$ cat src/rtl/fb_pkg.sv
// Shared frame-buffer geometry, address/pixel types and arbiter state encoding.
// Imported by the write FIFO and the access arbiter.
package fb_pkg;
  localparam int H_IMAGE    = 240;
  localparam int V_IMAGE    = 320;
  localparam int IMG_PIXELS = H_IMAGE * V_IMAGE;
  localparam int ADDR_W     = $clog2(IMG_PIXELS);
  localparam int COLOR_W    = 3;

  typedef logic [ADDR_W-1:0] fb_addr_t;

  typedef struct packed {
    logic r;
    logic g;
    logic b;
  } pixel_t;

  typedef struct packed {
    fb_addr_t addr;
    pixel_t   data;
  } fifo_entry_t;

  typedef enum logic {
    IDLE  = 1'b0,
    CLEAR = 1'b1
  } arb_state_t;

  localparam fb_addr_t LAST_ADDR = fb_addr_t'(IMG_PIXELS - 1);

  function automatic logic addr_in_range(input fb_addr_t a);
    return a <= LAST_ADDR;
  endfunction
endpackage

$ cat src/rtl/fb_write_fifo.sv
// Show-ahead synchronous FIFO holding buffered host pixel writes {addr, colour}.
// Pointers carry one extra wrap bit so full and empty are distinguishable.
module fb_write_fifo
  import fb_pkg::*;
#(
  parameter int DEPTH = 8
) (
  input  logic        clock,
  input  logic        reset,
  input  logic        push,
  input  logic        pop,
  input  fifo_entry_t wr_entry,
  output fifo_entry_t rd_entry,
  output logic        full,
  output logic        empty
);
  localparam int PTR_W = $clog2(DEPTH);
  localparam logic [PTR_W:0] PTR_ONE = (PTR_W + 1)'(1);

  logic [PTR_W:0] wr_ptr_q, wr_ptr_d;
  logic [PTR_W:0] rd_ptr_q, rd_ptr_d;
  fifo_entry_t    mem_q [DEPTH];
  logic           do_push, do_pop;

  assign empty    = (wr_ptr_q == rd_ptr_q);
  assign full     = (wr_ptr_q[PTR_W] != rd_ptr_q[PTR_W]) &&
                    (wr_ptr_q[PTR_W-1:0] == rd_ptr_q[PTR_W-1:0]);
  assign do_pop   = pop && !empty;
  // A push into a full FIFO is legal when the same cycle frees a slot.
  assign do_push  = push && (!full || do_pop);
  assign rd_entry = mem_q[rd_ptr_q[PTR_W-1:0]];

  always_comb begin
    wr_ptr_d = do_push ? wr_ptr_q + PTR_ONE : wr_ptr_q;
    rd_ptr_d = do_pop  ? rd_ptr_q + PTR_ONE : rd_ptr_q;
  end

  always_ff @(posedge clock or posedge reset) begin
    if (reset) begin
      wr_ptr_q <= '0;
      rd_ptr_q <= '0;
    end else begin
      wr_ptr_q <= wr_ptr_d;
      rd_ptr_q <= rd_ptr_d;
    end
  end

  always_ff @(posedge clock) begin
    if (do_push) mem_q[wr_ptr_q[PTR_W-1:0]] <= wr_entry;
  end
endmodule

$ cat src/rtl/fb_access_arbiter.sv
// Single-port frame-buffer scheduler: display reads first, then clear-screen fill,
// then buffered host writes; drives the VGA colour pins two cycles after each read.
module fb_access_arbiter
  import fb_pkg::*;
#(
  parameter int FIFO_DEPTH = 8
) (
  input  logic               clock,
  input  logic               reset,
  input  logic [10:0]        pixel_x,
  input  logic [10:0]        pixel_y,
  input  logic               video_on,
  // Host write port: a write transfers on every cycle with host_valid && host_ready.
  input  logic               host_valid,
  output logic               host_ready,
  input  logic [ADDR_W-1:0]  host_addr,
  input  logic [COLOR_W-1:0] host_data,
  input  logic               clear_req,
  input  logic [COLOR_W-1:0] clear_color,
  output logic               clear_busy,
  output logic               wr_error,
  output logic [ADDR_W-1:0]  ram_addr,
  output logic [COLOR_W-1:0] ram_wdata,
  output logic               ram_we,
  input  logic [COLOR_W-1:0] ram_rdata,
  output logic               color_r,
  output logic               color_g,
  output logic               color_b,
  output arb_state_t         dbg_state
);
  arb_state_t  state_q, state_d;
  fb_addr_t    rd_cnt_q, rd_cnt_d;
  fb_addr_t    clr_addr_q, clr_addr_d;
  pixel_t      clr_color_q, clr_color_d;
  logic        clear_busy_q, wr_error_q, wr_error_d;
  logic        rd_d1_q, rd_d2_q;
  pixel_t      pix_q, pix_out;
  logic        rd_cyc, fifo_full, fifo_empty, fifo_pop;
  fifo_entry_t fifo_wr, fifo_rd;

  assign rd_cyc     = video_on && (pixel_x < 11'(H_IMAGE)) && (pixel_y < 11'(V_IMAGE));
  assign host_ready = !fifo_full;
  assign fifo_wr    = {host_addr, host_data};

  fb_write_fifo #(.DEPTH(FIFO_DEPTH)) u_fifo (
    .clock    (clock),
    .reset    (reset),
    .push     (host_valid && host_ready),
    .pop      (fifo_pop),
    .wr_entry (fifo_wr),
    .rd_entry (fifo_rd),
    .full     (fifo_full),
    .empty    (fifo_empty)
  );

  always_comb begin
    rd_cnt_d = rd_cnt_q;
    if (pixel_y >= 11'(V_IMAGE)) rd_cnt_d = '0;
    else if (rd_cyc) rd_cnt_d = (rd_cnt_q == LAST_ADDR) ? '0 : rd_cnt_q + fb_addr_t'(1);

    state_d     = state_q;
    clr_addr_d  = clr_addr_q;
    clr_color_d = clr_color_q;
    wr_error_d  = 1'b0;
    fifo_pop    = 1'b0;
    ram_we      = 1'b0;
    ram_addr    = '0;
    ram_wdata   = '0;

    if (rd_cyc) begin
      ram_addr = rd_cnt_q;
    end else if (state_q == CLEAR) begin
      ram_we    = 1'b1;
      ram_addr  = clr_addr_q;
      ram_wdata = clr_color_q;
      if (clr_addr_q == LAST_ADDR) begin
        state_d    = IDLE;
        clr_addr_d = '0;
      end else begin
        clr_addr_d = clr_addr_q + fb_addr_t'(1);
      end
    end else if (!fifo_empty) begin
      // Out-of-range entries are consumed without touching the RAM.
      fifo_pop = 1'b1;
      if (addr_in_range(fifo_rd.addr)) begin
        ram_we    = 1'b1;
        ram_addr  = fifo_rd.addr;
        ram_wdata = fifo_rd.data;
      end else begin
        wr_error_d = 1'b1;
      end
    end

    if (state_q == IDLE && clear_req) begin
      state_d     = CLEAR;
      clr_color_d = pixel_t'(clear_color);
      clr_addr_d  = '0;
    end
  end

  always_ff @(posedge clock or posedge reset) begin
    if (reset) begin
      state_q      <= IDLE;
      rd_cnt_q     <= '0;
      clr_addr_q   <= '0;
      clr_color_q  <= '0;
      clear_busy_q <= 1'b0;
      wr_error_q   <= 1'b0;
      rd_d1_q      <= 1'b0;
      rd_d2_q      <= 1'b0;
      pix_q        <= '0;
    end else begin
      state_q      <= state_d;
      rd_cnt_q     <= rd_cnt_d;
      clr_addr_q   <= clr_addr_d;
      clr_color_q  <= clr_color_d;
      clear_busy_q <= (state_d == CLEAR);
      wr_error_q   <= wr_error_d;
      rd_d1_q      <= rd_cyc;
      rd_d2_q      <= rd_d1_q;
      pix_q        <= pixel_t'(ram_rdata);
    end
  end

  assign pix_out    = rd_d2_q ? pix_q : '0;
  assign color_r    = pix_out.r;
  assign color_g    = pix_out.g;
  assign color_b    = pix_out.b;
  assign clear_busy = clear_busy_q;
  assign wr_error   = wr_error_q;
  assign dbg_state  = state_q;
endmodule

$ cat config.mk
export PLATFORM = sky130hd
export DESIGN_NAME = fb_access_arbiter
export DESIGN_NICKNAME = d
export VERILOG_FILES = /design/src/rtl/fb_pkg.sv /design/src/rtl/fb_write_fifo.sv /design/src/rtl/fb_access_arbiter.sv
export SDC_FILE = /design/constraint.sdc
export NUM_CORES = 1
export LEC_CHECK = 0
export CAP_MARGIN = 20
export CORE_MARGIN = 2
export CORE_UTILIZATION = 52
export CTS_BUF_LIST = sky130_fd_sc_hd__clkbuf_8
export DETAILED_ROUTE_END_ITERATION = 10
export PLACE_DENSITY = 0.73
export SLEW_MARGIN = 10
export SYNTH_ARGS = -nofsm -noshare
export SYNTH_HDL_FRONTEND = slang
export SYNTH_SLANG_ARGS = --single-unit
$ cat constraint.sdc
create_clock -name clock -period 3.9 [get_ports clock]
set_input_delay 0.585 -clock clock [delete_from_list [all_inputs] [get_ports clock]]
set_output_delay 0.585 -clock clock [all_outputs]
set_load 0.02 [all_outputs]
==> results by group, run 1 <==
Status
  • Outcome: completed

Worst setup path
  • Crit path kind: input port to primary output
  • Worst setup SP type: input port
  • CP Max Fanout: 12
  • Critical Path RT: 3.31 ns
  • Cells along the critical path: clkdlybuf4s50_1, or4b_1, or4_4, inv_6, nor4_4, buf_4, a221oi_1, o21ai_0, dlygate4sd2_1
  • CP endpoint kind: primary output
  • Reg2reg setup slack: between 1 and 1.5 ns
  • Worst path arrival time: around 3.2 ns
  • CP delay by family, top: simple AND/OR/NAND/NOR gates
  • Slowest CP cell: or4_4
  • Max stage delay on crit path: around 0.54 ns
  • Bufs and invs on worst path: 4

Synthesis
  • Register area share after synthesis: between 60% and 70%
  • Mapped cell area: roughly 9600 um^2
  • Yosys reg bits: about 210
  • Top_reg_cell synth: edfxtp_1
  • Ys async rst share: between 20% and 30%
  • Cells after Synth: between 600 and 700
  • Biggest area consumer among synthesized cells: edfxtp_1
  • Post-synth top area share: between 50% and 60%
  • Top post-synthesis cells by area: edfxtp_1, dfrtp_1, mux4_2
  • Synth warn: 0
  • Avg Cell Area, Syn: 14.7 um^2
  • Post-synth cell types: 59
  • EDFF count, synth: 160
  • Commonest cells post-synth: edfxtp_1, dfrtp_1, nand2_1, mux4_2, nand4_1
  • Syn nets: between 700 and 800
  • Most numerous cell in the Yosys netlist: edfxtp_1

Global route
  • First-pass GRT wire length: 33900 um
  • Vias in the first global route: approximately 6300
  • All-Layer GR Usage: 22.3%
  • Pin count of the biggest net entering global routing: 34
  • Remaining Overflow, GRT: 0
  • Initial antenna violation count: 1

Power and ir drop
  • PwrDens: 526 nW/um^2
  • P_sw: approximately 0.0017 W
  • Sequential power share: roughly half
  • Tot Pwr: ~0.0059 W
  • VDD IR-drop max: approximately 0.3 mV
  • Clk pwr share: between 20% and 30%
  • Internal: 0.00417 W
  • Part of the power in combinational logic: approximately a fifth
  • Sw frac: about 30%
  • Leak Pwr: 4.01 nW

Clock network
  • Post-CTS setup buffer count: 0
  • Later-pin clock latency in the skew report: 0.53 ns
  • CTS tree: done
  • Resized Gates After CTS: 24
  • Bufs on Longest Clock Path: 3
  • H-tree level count: 2
  • Post-CTS Hold Fix Bufs: 0
  • Clk pin slew, worst setup/hold paths: 0.05 ns
  • CTS root buf: clkbuf_8
  • Num Clock Sinks: 212
  • Total CTS buffers: 36

Floorplan
  • Die area: 19500 um^2
  • Initial core utilization: approximately 53%
  • Num ports: 81
  • CORE AREA: between 15000 and 20000 um^2
  • Die height: approximately 140 um
  • Site Rows: 49
  • Die Wd: around 140 um

Detailed routing
  • Post-route ant nets: 0
  • DRC viols: 0
  • Via count: 6188
  • Wire per inst: about 22 um
  • Routed wire length: 21600 um
  • Initial DRC count: 530
  • Drt first pass iters: 5
  • Avg Vias per Cell: 6.18

STA
  • Setup-failing EPs final: 0
  • Fmax: 266 MHz
  • Worst-Margin Slew: about 1.0 ns
  • Final Cycle Share: slightly below 100%
  • Final Max Tran Viols: 0
  • Final Hold Fails: 0
  • Clock skew: 0.0211 ns
  • Post-route setup slack: 0.146 ns
  • Slew margin rel.: a little under a third
  • Minimum clock period: roughly 3.8 ns
  • Unrepaired setup endpoints after global routing: no

Place
  • Post-DP HPWL: between 10000 and 15000 um
  • PortBufs: 70
  • RePlAce Congestion: slightly below 0.9
  • Setup WS pre-CTS: -0.162 ns

Cells and area
  • Footprint of the multi-input gates: between 3000 and 4000 um^2
  • Layout cells sized above 1: 20.2%
  • Register Area: about 6100 um^2
  • Final core occ: between 60 and 70%
  • Nets: 807
  • Fillers: roughly 1400
  • Area Overhead vs Synth: 17.0%
  • # diodes: 0

Job
  • Max-cap violations: 0

Min path
  • Worst Hold Class: flip-flop to flip-flop
## state kept, by name, indices dropped and copies added, names as in the netlist
register,cells
u_fifo.rd_ptr_q,4
clr_color_q,3
u_fifo.mem_q,160
rd_d1_q,1
clear_busy,1
wr_error,1
clr_addr_q,17
u_fifo.wr_ptr_q,4
rd_cnt_q,17
pix_q,3
rd_d2_q,1
## power by group through the flow
stage	clock, W	sequential (W)	combinational, W
3_3_place_gp	0	0.00297	0.00118
6_report	0.00176	0.00295	0.00118
2_1_floorplan	0	0.00290	0.000804
5_1_grt	0.00192	0.00298	0.00128
4_1_cts	0.00181	0.00295	0.00118
3_5_place_dp	0	0.00300	0.00121
## cells by family after synthesis
group / after synthesis / synth area share (%)
simple gates: 196 / 10.7
fa+ha+maj: 4 / 0.522
xor+xnor: 17 / 1.55
mux: 72 / 12.9
flops: 212 / 63.7
buf+inv: 48 / 2.98
compound gates: 101 / 7.52
## per-layer routing
| metal | part of all wire (%) | up-vias | GRT usage (%) |
|---|---|---|---|
| li1 | - | 2774 | - |
| met5 | 0.060 | - | 0 |
| met3 | 7.6 | 53 | 4.78 |
| met4 | 2.6 | 2 | 8.74 |
| met1 | 41 | 3065 | 30.2 |
| met2 | 48 | 294 | 35.7 |
## cell type report
| type | count | share of cell area [%] |
|---|---|---|
| clock buffers | 38 | 4.67 |
| multi-input cells | 390 | 28.8 |
| inverters | 11 | 0.413 |
| well taps | 229 | 2.56 |
| repair buffers | 99 | 8.14 |
| flip-flops and latches | 212 | 54.5 |
| clock inverters | 23 | 0.937 |
## layout by cell type (no fill, tap or decap), types with 5 or more instances in the layout
| cell | Yosys | routed |
|---|---|---|
| dlygate4sd2_1 | 0 | 21 |
| inv_1 | 9 | 26 |
| xnor2_1 | 10 | 10 |
| and3_1 | 20 | 20 |
| a221oi_1 | 7 | 7 |
| nor3_1 | 16 | 13 |
| nand4_1 | 29 | 29 |
| edfxtp_1 | 160 | 160 |
| mux2_2 | 18 | 18 |
| nand3_1 | 23 | 23 |
| clkbuf_8 | 0 | 38 |
| a221oi_2 | 6 | 6 |
| buf_4 | 6 | 26 |
| and2_1 | 9 | 9 |
| a22o_1 | 5 | 5 |
| dfrtp_1 | 52 | 51 |
| xor2_1 | 7 | 7 |
| mux2i_1 | 14 | 14 |
| nand2b_1 | 5 | 5 |
| o21ai_1 | 12 | 13 |
| nor2_2 | 0 | 6 |
| a21oi_1 | 15 | 15 |
| a21o_1 | 5 | 5 |
| mux4_2 | 38 | 38 |
| nand2_1 | 49 | 49 |
| clkdlybuf4s50_1 | 0 | 49 |
| o21ai_0 | 21 | 20 |
| nor4_1 | 5 | 5 |
| nor2_1 | 26 | 20 |
| o22ai_1 | 6 | 6 |
## stage by stage
step,cell area (um^2),hold WS [ns],setup TNS (ns),cells
global placement,10600,0.337,-1.44,941
detailed placement,10600,0.345,-1.59,941
CTS,11200,0.357,0,1002
finish,11200,0.353,0,1002
floorplan,9580,0.331,0,650
global route,11200,0.361,0,1002
## path summary, 6_finish.rpt
check / endpoint / cells after the start / startpoint
max in group asynchronous: u_fifo.rd_ptr_q[0] / 3 / reset
worst min register to register: rd_d2_q / 0 / rd_d1_q
worst min-delay path: rd_d2_q / 0 / rd_d1_q
worst max register to register: clr_addr_q[3] / 7 / clr_addr_q[0]
min in group asynchronous: clr_addr_q[8] / 2 / reset
worst max-delay path: ram_addr[0] / 9 / pixel_x[8]
(Power assumes the default switching activity.)
==> run 2: changes to the inputs <==
--- a/config.mk
+++ b/config.mk
@@ -10,8 +10,10 @@
 export CORE_UTILIZATION = 52
 export CTS_BUF_LIST = sky130_fd_sc_hd__clkbuf_8
 export DETAILED_ROUTE_END_ITERATION = 10
+export GPL_TIMING_DRIVEN = 0
 export PLACE_DENSITY = 0.73
-export SLEW_MARGIN = 10
+export SLEW_MARGIN = 20
 export SYNTH_ARGS = -nofsm -noshare
 export SYNTH_HDL_FRONTEND = slang
+export SYNTH_HIERARCHICAL = 1
 export SYNTH_SLANG_ARGS = --single-unit
==> run 2 against run 1 <==
The run now ends with negative setup slack left. Via count fell by 1.3%. Clock skew fell by 0.0012 ns. Utilization rose by 2.1 points. Global-route usage rose by 1.0 points. Register-to-register slack got worse by 1.1 ns. Count of clock-buffer cells in the layout did not move. Critical path type is now flip-flop to primary output. Critical endpoint is now ram_addr[9]. Highest routed layer is now met4.
==> results by group, run 2 <==
Clock network
  • H-tree level count: 2
  • Clk pin slew, worst setup/hold paths: about 0.060 ns
  • Bufs on Longest Clock Path: 3
  • Post-CTS Hold Fix Bufs: 0
  • CTS tree: done
  • Later-pin clock latency in the skew report: between 0.5 and 0.6 ns
  • Num Clock Sinks: ~210
  • CTS root buf: clkbuf_8
  • Total CTS buffers: 36

Synthesis
  • Synth warn: 6
  • Cells after Synth: 602
  • EDFF count, synth: between 150 and 200
  • Yosys reg bits: 212
  • Mapped cell area: approximately 9500 um^2
  • Register area share after synthesis: between 60 and 70%
  • Most numerous cell in the Yosys netlist: edfxtp_1
  • Commonest cells post-synth: edfxtp_1, dfrtp_1, nand2_1, mux4_1, nor2_1
  • Ys async rst share: between 20% and 30%
  • Post-synth top area share: between 50% and 60%
  • Syn nets: between 600 and 700
  • Top post-synthesis cells by area: edfxtp_1, dfrtp_1, mux4_1
  • Post-synth cell types: 67
  • Biggest area consumer among synthesized cells: edfxtp_1
  • Top_reg_cell synth: edfxtp_1
  • Avg Cell Area, Syn: about 16 um^2

Worst setup path
  • Worst path arrival time: between 3 and 4 ns
  • Worst setup SP type: flip-flop
  • Reg2reg start: u_fifo/rd_ptr_q[0]
  • Critical Path RT: 3.31 ns
  • CP endpoint kind: primary output
  • CP Max Fanout: 6
  • Critical Path Source: u_fifo/rd_ptr_q[0]
  • Crit path kind: flip-flop to primary output

Cells and area
  • Register Area: 6110 um^2
  • Most frequent cells in the layout: edfxtp_1, dfrtp_1, clkdlybuf4s50_1
  • Footprint of the multi-input gates: about 3200 um^2
  • Final Cell Area: approximately 12000 um^2
  • Max FFs per register: 160
  • Layout cells sized above 1: approximately a quarter
  • Non-filler instance count after layout: 1001
  • Final core occ: approximately 64%
  • Commonest non-fill, non-tap cell in the layout: edfxtp_1
  • # diodes: 0
  • Fillers: about 1300
  • Area Overhead vs Synth: 21.4%
  • Nets: roughly 800

STA
  • Fmax: ~260 MHz
  • Unrepaired setup endpoints after global routing: yes
  • Post-route setup slack: -0.00322 ns
  • Worst-Margin Slew: 0.790 ns
  • Final Max Tran Viols: 0
  • Setup-failing EPs final: 1
  • Minimum clock period: ~4 ns
  • Clock skew: between 0.015 and 0.02 ns
  • Slew margin rel.: between 40% and 50%
  • Hold_ws: about 0.35 ns
  • Final Cycle Share: 100%
  • Final Hold Fails: 0

Place
  • RePlAce Congestion: a little under 1
  • Area after DPL: about 11000 um^2
  • Placed cell count: 923
  • Post-DP HPWL: 15000 um
  • PortBufs: 70

Detailed routing
  • Routed wire length: around 22000 um
  • DRC viols: 0
  • Wire per inst: 22.0 um
  • Drt first pass iters: 5
  • Via count: about 6100
  • Post-route ant nets: 0
  • Avg Vias per Cell: between 6 and 7
  • Initial DRC count: between 500 and 600

Status
  • Outcome: finished, violations left
  • Failing checks: negative setup slack

Power and ir drop
  • Leak Pwr: approximately 4.3 nW
  • VDD IR-drop max: roughly 0.45 mV
  • PwrDens: approximately 540 nW/um^2

Global route
  • Initial antenna violation count: 0
  • Pin count of the biggest net entering global routing: 35
  • All-Layer GR Usage: between 20% and 30%
  • Vias in the first global route: 6208
  • First-pass GRT wire length: between 30000 and 40000 um
  • Remaining Overflow, GRT: 0

Job
  • Max-cap violations: 0

Min path
  • Worst Hold Class: input port to asynchronous set/reset pin

Floorplan
  • Die height: 139 um
  • CORE AREA: 17900 um^2
  • Die Wd: 139 um
  • Num ports: just over 80
  • Site Rows: approximately 50
  • Die area: between 15000 and 20000 um^2
  • Initial core utilization: between 50% and 60%
-- run 2: cell types whose count changed after synthesis, sizes merged, moves of 6 or more --
cell and change:
o211ai +6, a221oi -13, mux2 +6, buf -12
a221o +13, and3 -6, nand4 -14, mux2i -11
nor3 -6, clkbuf +8, or3 +6, o21ai -16
nand2 -8
-- run 2: area by class of cell --
class / count / area share, %
flip-flops and latches: 212 / 53.0
multi-input cells: 345 / 27.9
repair buffers: 108 / 8.66
clock buffers: 38 / 4.54
well taps: 229 / 2.49
plain buffers: 32 / 1.98
clock inverters: 25 / 1.01
inverters: 12 / 0.402
-- run 2: final timing paths --
check | endpoint | slack [ns] | depth (start not counted)
worst max-delay path | ram_addr[9] | -0.003 | 12
worst min-delay path | rd_cnt_q[2] | 0.35 | 2
worst max register to register | u_fifo/mem_q[5][5] | 0.37 | 12
worst min register to register | rd_d2_q | 0.38 | 0
max in group asynchronous | clr_addr_q[5] | 3.08 | 3
min in group clock | rd_d2_q | 0.38 | 0
-- run 2: routing by layer --
layer / wire, um / track usage (%)
met2: 10900 / 38.9
met1: 9200 / 30.9
met4: 551 / 7.71
met5: 0 / 0
met3: 1370 / 4.87
-- run 2: kinds of logic (layout without fill, tap and decap cells) --
family,after synthesis,count (layout),synth area share (%)
xor gates and xnor gates,13,13,1.20
adders and majority gates,4,4,0.528
DFF,212,212,64.4
and+or+nand+nor,171,171,10.1
buffers and inverters,45,215,2.57
AOI/OAI and AO/OA,89,89,6.97
muxes,68,68,14.2
-- run 2: critical path, stage by stage, from the launching register on --
cell and delay, ns:
dfrtp_1 0.38, buf_6 0.14, buf_12 0.12, mux4_2 0.50
mux2_4 0.31, a21o_1 0.19, a211o_1 0.29, and2_4 0.16
nor2b_4 0.12, buf_6 0.15, buf_6 0.12, a221o_1 0.19
buf_6 0.13
-- run 2: stage by stage --
step / setup TNS [ns] / total power, W / worst slack, ns
6_report: -0.00322 / 0.00620 / -0.00322
2_1_floorplan: -12.61 / 0.00380 / -0.210
3_3_place_gp: -295.82 / 0.00422 / -2.71
4_1_cts: -0.134 / 0.00621 / -0.0457
5_1_grt: -0.824 / 0.00648 / -0.103
3_5_place_dp: -5.73 / 0.00436 / -0.373
-- run 2: what timing repair did --
item | CTS | global route
gates resized for setup | 122 | 19
pin swaps | 5 | 6
setup endpoints to repair | 21 | 24
setup buffers | 13 | 2
cloned | 2 | 0
-- run 2: power breakdown --
part / leakage [nW] / internal [W] / total (W) / switching [W]
registers: 2.13 / 0.00278 / 0.00290 / 0.000126
clock network: 0.375 / 0.000907 / 0.00178 / 0.000875
logic: 1.77 / 0.000707 / 0.00152 / 0.000810
total: 4.28 / 0.00439 / 0.00620 / 0.00181
==> run 3: changes to the inputs <==
--- a/config.mk
+++ b/config.mk
@@ -10,7 +10,8 @@
 export CORE_UTILIZATION = 52
 export CTS_BUF_LIST = sky130_fd_sc_hd__clkbuf_8
 export DETAILED_ROUTE_END_ITERATION = 10
-export GPL_TIMING_DRIVEN = 0
+export GPL_ROUTABILITY_DRIVEN = 0
+export GPL_TIMING_DRIVEN = 1
 export PLACE_DENSITY = 0.73
 export SLEW_MARGIN = 20
 export SYNTH_ARGS = -nofsm -noshare
==> run 3 against run 2 <==
Utilization down 0.90 points. Worst hold slack better by 0.0062 ns. Fmax up 1.3%. Clock skew down 0.0057 ns. Clock power about the same. Combinational power down 11%. Largest power group unchanged. Final cell count down 2.6%. Die area unchanged. Non-clock buffer count down 25. Final area down 1.4%. Via count down 0.69%. The flow now finishes without violations. Count of clock-buffer cells in the layout up 1. Critical path type unchanged.
==> results by group, run 3 (synthesis gave the netlist of run 2 again) <==
Status
  • Outcome: completed

Detailed routing
  • Initial DRC count: ~600
  • Wire per inst: between 20 and 25 um
  • Avg Vias per Cell: roughly 6.2
  • Post-route ant nets: 0
  • DRC viols: 0
  • Via count: slightly above 6000
  • Routed wire length: roughly 21000 um
  • Drt first pass iters: 5

Global route
  • Remaining Overflow, GRT: 0
  • Pin count of the biggest net entering global routing: 45
  • Met1 usage: approximately 29%
  • Gr busiest metal: met2
  • Initial antenna violation count: 0
  • Met3 usage: 4.21%
  • All-Layer GR Usage: roughly 22%
  • First-pass GRT wire length: between 30000 and 40000 um
  • Vias in the first global route: between 6000 and 7000
  • Met2 usage: a little over a third

Cells and area
  • Nets: 779
  • Fillers: 1288
  • Register Area: 6110 um^2
  • Commonest non-fill, non-tap cell in the layout: edfxtp_1
  • Area Overhead vs Synth: 19.7%
  • # diodes: 0
  • Most frequent cells in the layout: edfxtp_1, dfrtp_1, clkdlybuf4s50_1
  • Layout cells sized above 1: approximately a quarter
  • Footprint of the multi-input gates: 3180 um^2
  • Non-filler instance count after layout: around 1000
  • Max FFs per register: 160

STA
  • Clock skew: 0.0143 ns
  • Fmax: 260 MHz
  • Hold_ws: about 0.35 ns
  • Setup-failing EPs final: 0
  • Final Max Tran Viols: 0
  • Final Hold Fails: 0
  • Final Cycle Share: about 99%
  • Slew margin rel.: a little under half
  • Minimum clock period: 3.85 ns
  • Worst-Margin Slew: between 0.8 and 0.9 ns
  • Unrepaired setup endpoints after global routing: yes

Power and ir drop
  • Leak Pwr: ~4.2 nW
  • PwrDens: 539 nW/um^2
  • VDD IR-drop max: 0.265 mV

Worst setup path
  • Bufs and invs on worst path: 4
  • CP Max Fanout: 5
  • Top cell by count, worst path: buf_12
  • Critical Path RT: between 3 and 4 ns
  • Slowest CP cell: mux4_2
  • CP endpoint kind: primary output
  • Max stage delay on crit path: 0.51 ns
  • Crit path kind: flip-flop to primary output
  • Worst path arrival time: ~3.3 ns
  • Worst setup SP type: flip-flop
  • CP delay by family, top: multiplexers
  • Cells along the critical path: buf_8, mux4_2, mux2_4, a21o_1, a211o_1, and2_4, nor2b_4, buf_12, buf_12, a22o_1, buf_6

Clock network
  • Total CTS buffers: 36
  • H-tree level count: 2
  • CTS root buf: clkbuf_8
  • Clk pin slew, worst setup/hold paths: 0.06 ns
  • Bufs on Longest Clock Path: 3
  • Later-pin clock latency in the skew report: 0.53 ns
  • Post-CTS Hold Fix Bufs: 0
  • Num Clock Sinks: between 200 and 250
  • CTS tree: done

Place
  • Placed cell count: 895
  • PortBufs: 70
  • Post-DP HPWL: about 13000 um

Floorplan
  • Site Rows: 49
  • Die Wd: approximately 140 um
  • Die area: 19300 um^2
  • CORE AREA: between 15000 and 20000 um^2
  • Initial core utilization: between 50% and 60%
  • Num ports: a little over 80
  • Die height: around 140 um

Min path
  • Worst Hold Class: flip-flop to flip-flop

Job
  • Max-cap violations: 0
==> run 3: changes by cell type in the layout (fill, tap and decap cells not counted), sizes merged <==
cell	before	now
inv	24	19
buf	74	63
clkinv	13	16
clkdlybuf4s15	0	1
clkbuf	55	41
==> run 3: area by class of cell <==
type                       count  share of cell area, %
sequential                   212                   53.8
multi-input combinational    345                   28.0
timing repair buffer         115                   9.55
clock buffer                  39                   4.73
tap                          229                   2.52
clock inverter                23                  0.959
inverter                      12                  0.408
==> run 3: worst reg2reg max path, delay by kind of cell, from the launching register on <==
family | cells | cell delay, ns
and+or+nand+nor | 5 | 1.12
buffers and inverters | 4 | 1.12
xor gates and xnor gates | 1 | 0.11
DFF | 1 | 0.65
==> run 3: layer usage <==
metal  routed length, um  up-vias
li1                    -     2667
met1                8780     3000
met2               10200      324
met3                1510       72
met4                 708        0
met5                   0        -
==> run 3: power by group <==
| part | total [W] | internal (W) | switching (W) | leakage, nW |
|---|---|---|---|---|
| clock | 0.00179 | 0.000929 | 0.000865 | 0.366 |
| combinational | 0.00136 | 0.000649 | 0.000711 | 1.67 |
| sequential | 0.00296 | 0.00278 | 0.000184 | 2.13 |
| total | 0.00611 | 0.00436 | 0.00176 | 4.16 |
==> run 3: what timing repair did <==
action                     CTS  global route
setup buffers                4            11
gates cloned                 0             3
setup endpoints to repair   21            21
gates resized for setup     87            38
pin swaps                    0             3
==> run 3: worst paths after layout <==
check / slack [ns] / endpoint / startpoint / cells past startpoint
worst max-delay path: 0.05 / ram_wdata[2] / u_fifo/rd_ptr_q[0] / 11
worst min register to register: 0.35 / rd_d2_q / rd_d1_q / 0
worst max register to register: 0.55 / u_fifo/mem_q[5][2] / u_fifo/rd_ptr_q[2] / 10
min in group asynchronous: 0.37 / u_fifo/wr_ptr_q[3] / reset / 2
worst min-delay path: 0.35 / rd_d2_q / rd_d1_q / 0
max in group asynchronous: 2.94 / pix_q[1] / reset / 3
==> run 3: through the flow <==
step | utilization [%] | total power, W | area [um^2] | TNS, ns | setup slack (ns)
final | 63.4 | 0.00611 | 11300 | 0 | 0.0481
after detailed placement | 58.9 | 0.00427 | 10500 | 0 | 0.0229
after global placement | 58.9 | 0.00422 | 10500 | 0 | 0.0560
after CTS | 62.5 | 0.00608 | 11200 | 0 | 0.000157
after floorplan | - | 0.00380 | 9480 | -12.61 | -0.210
after global routing | 63.4 | 0.00640 | 11300 | -0.295 | -0.0646
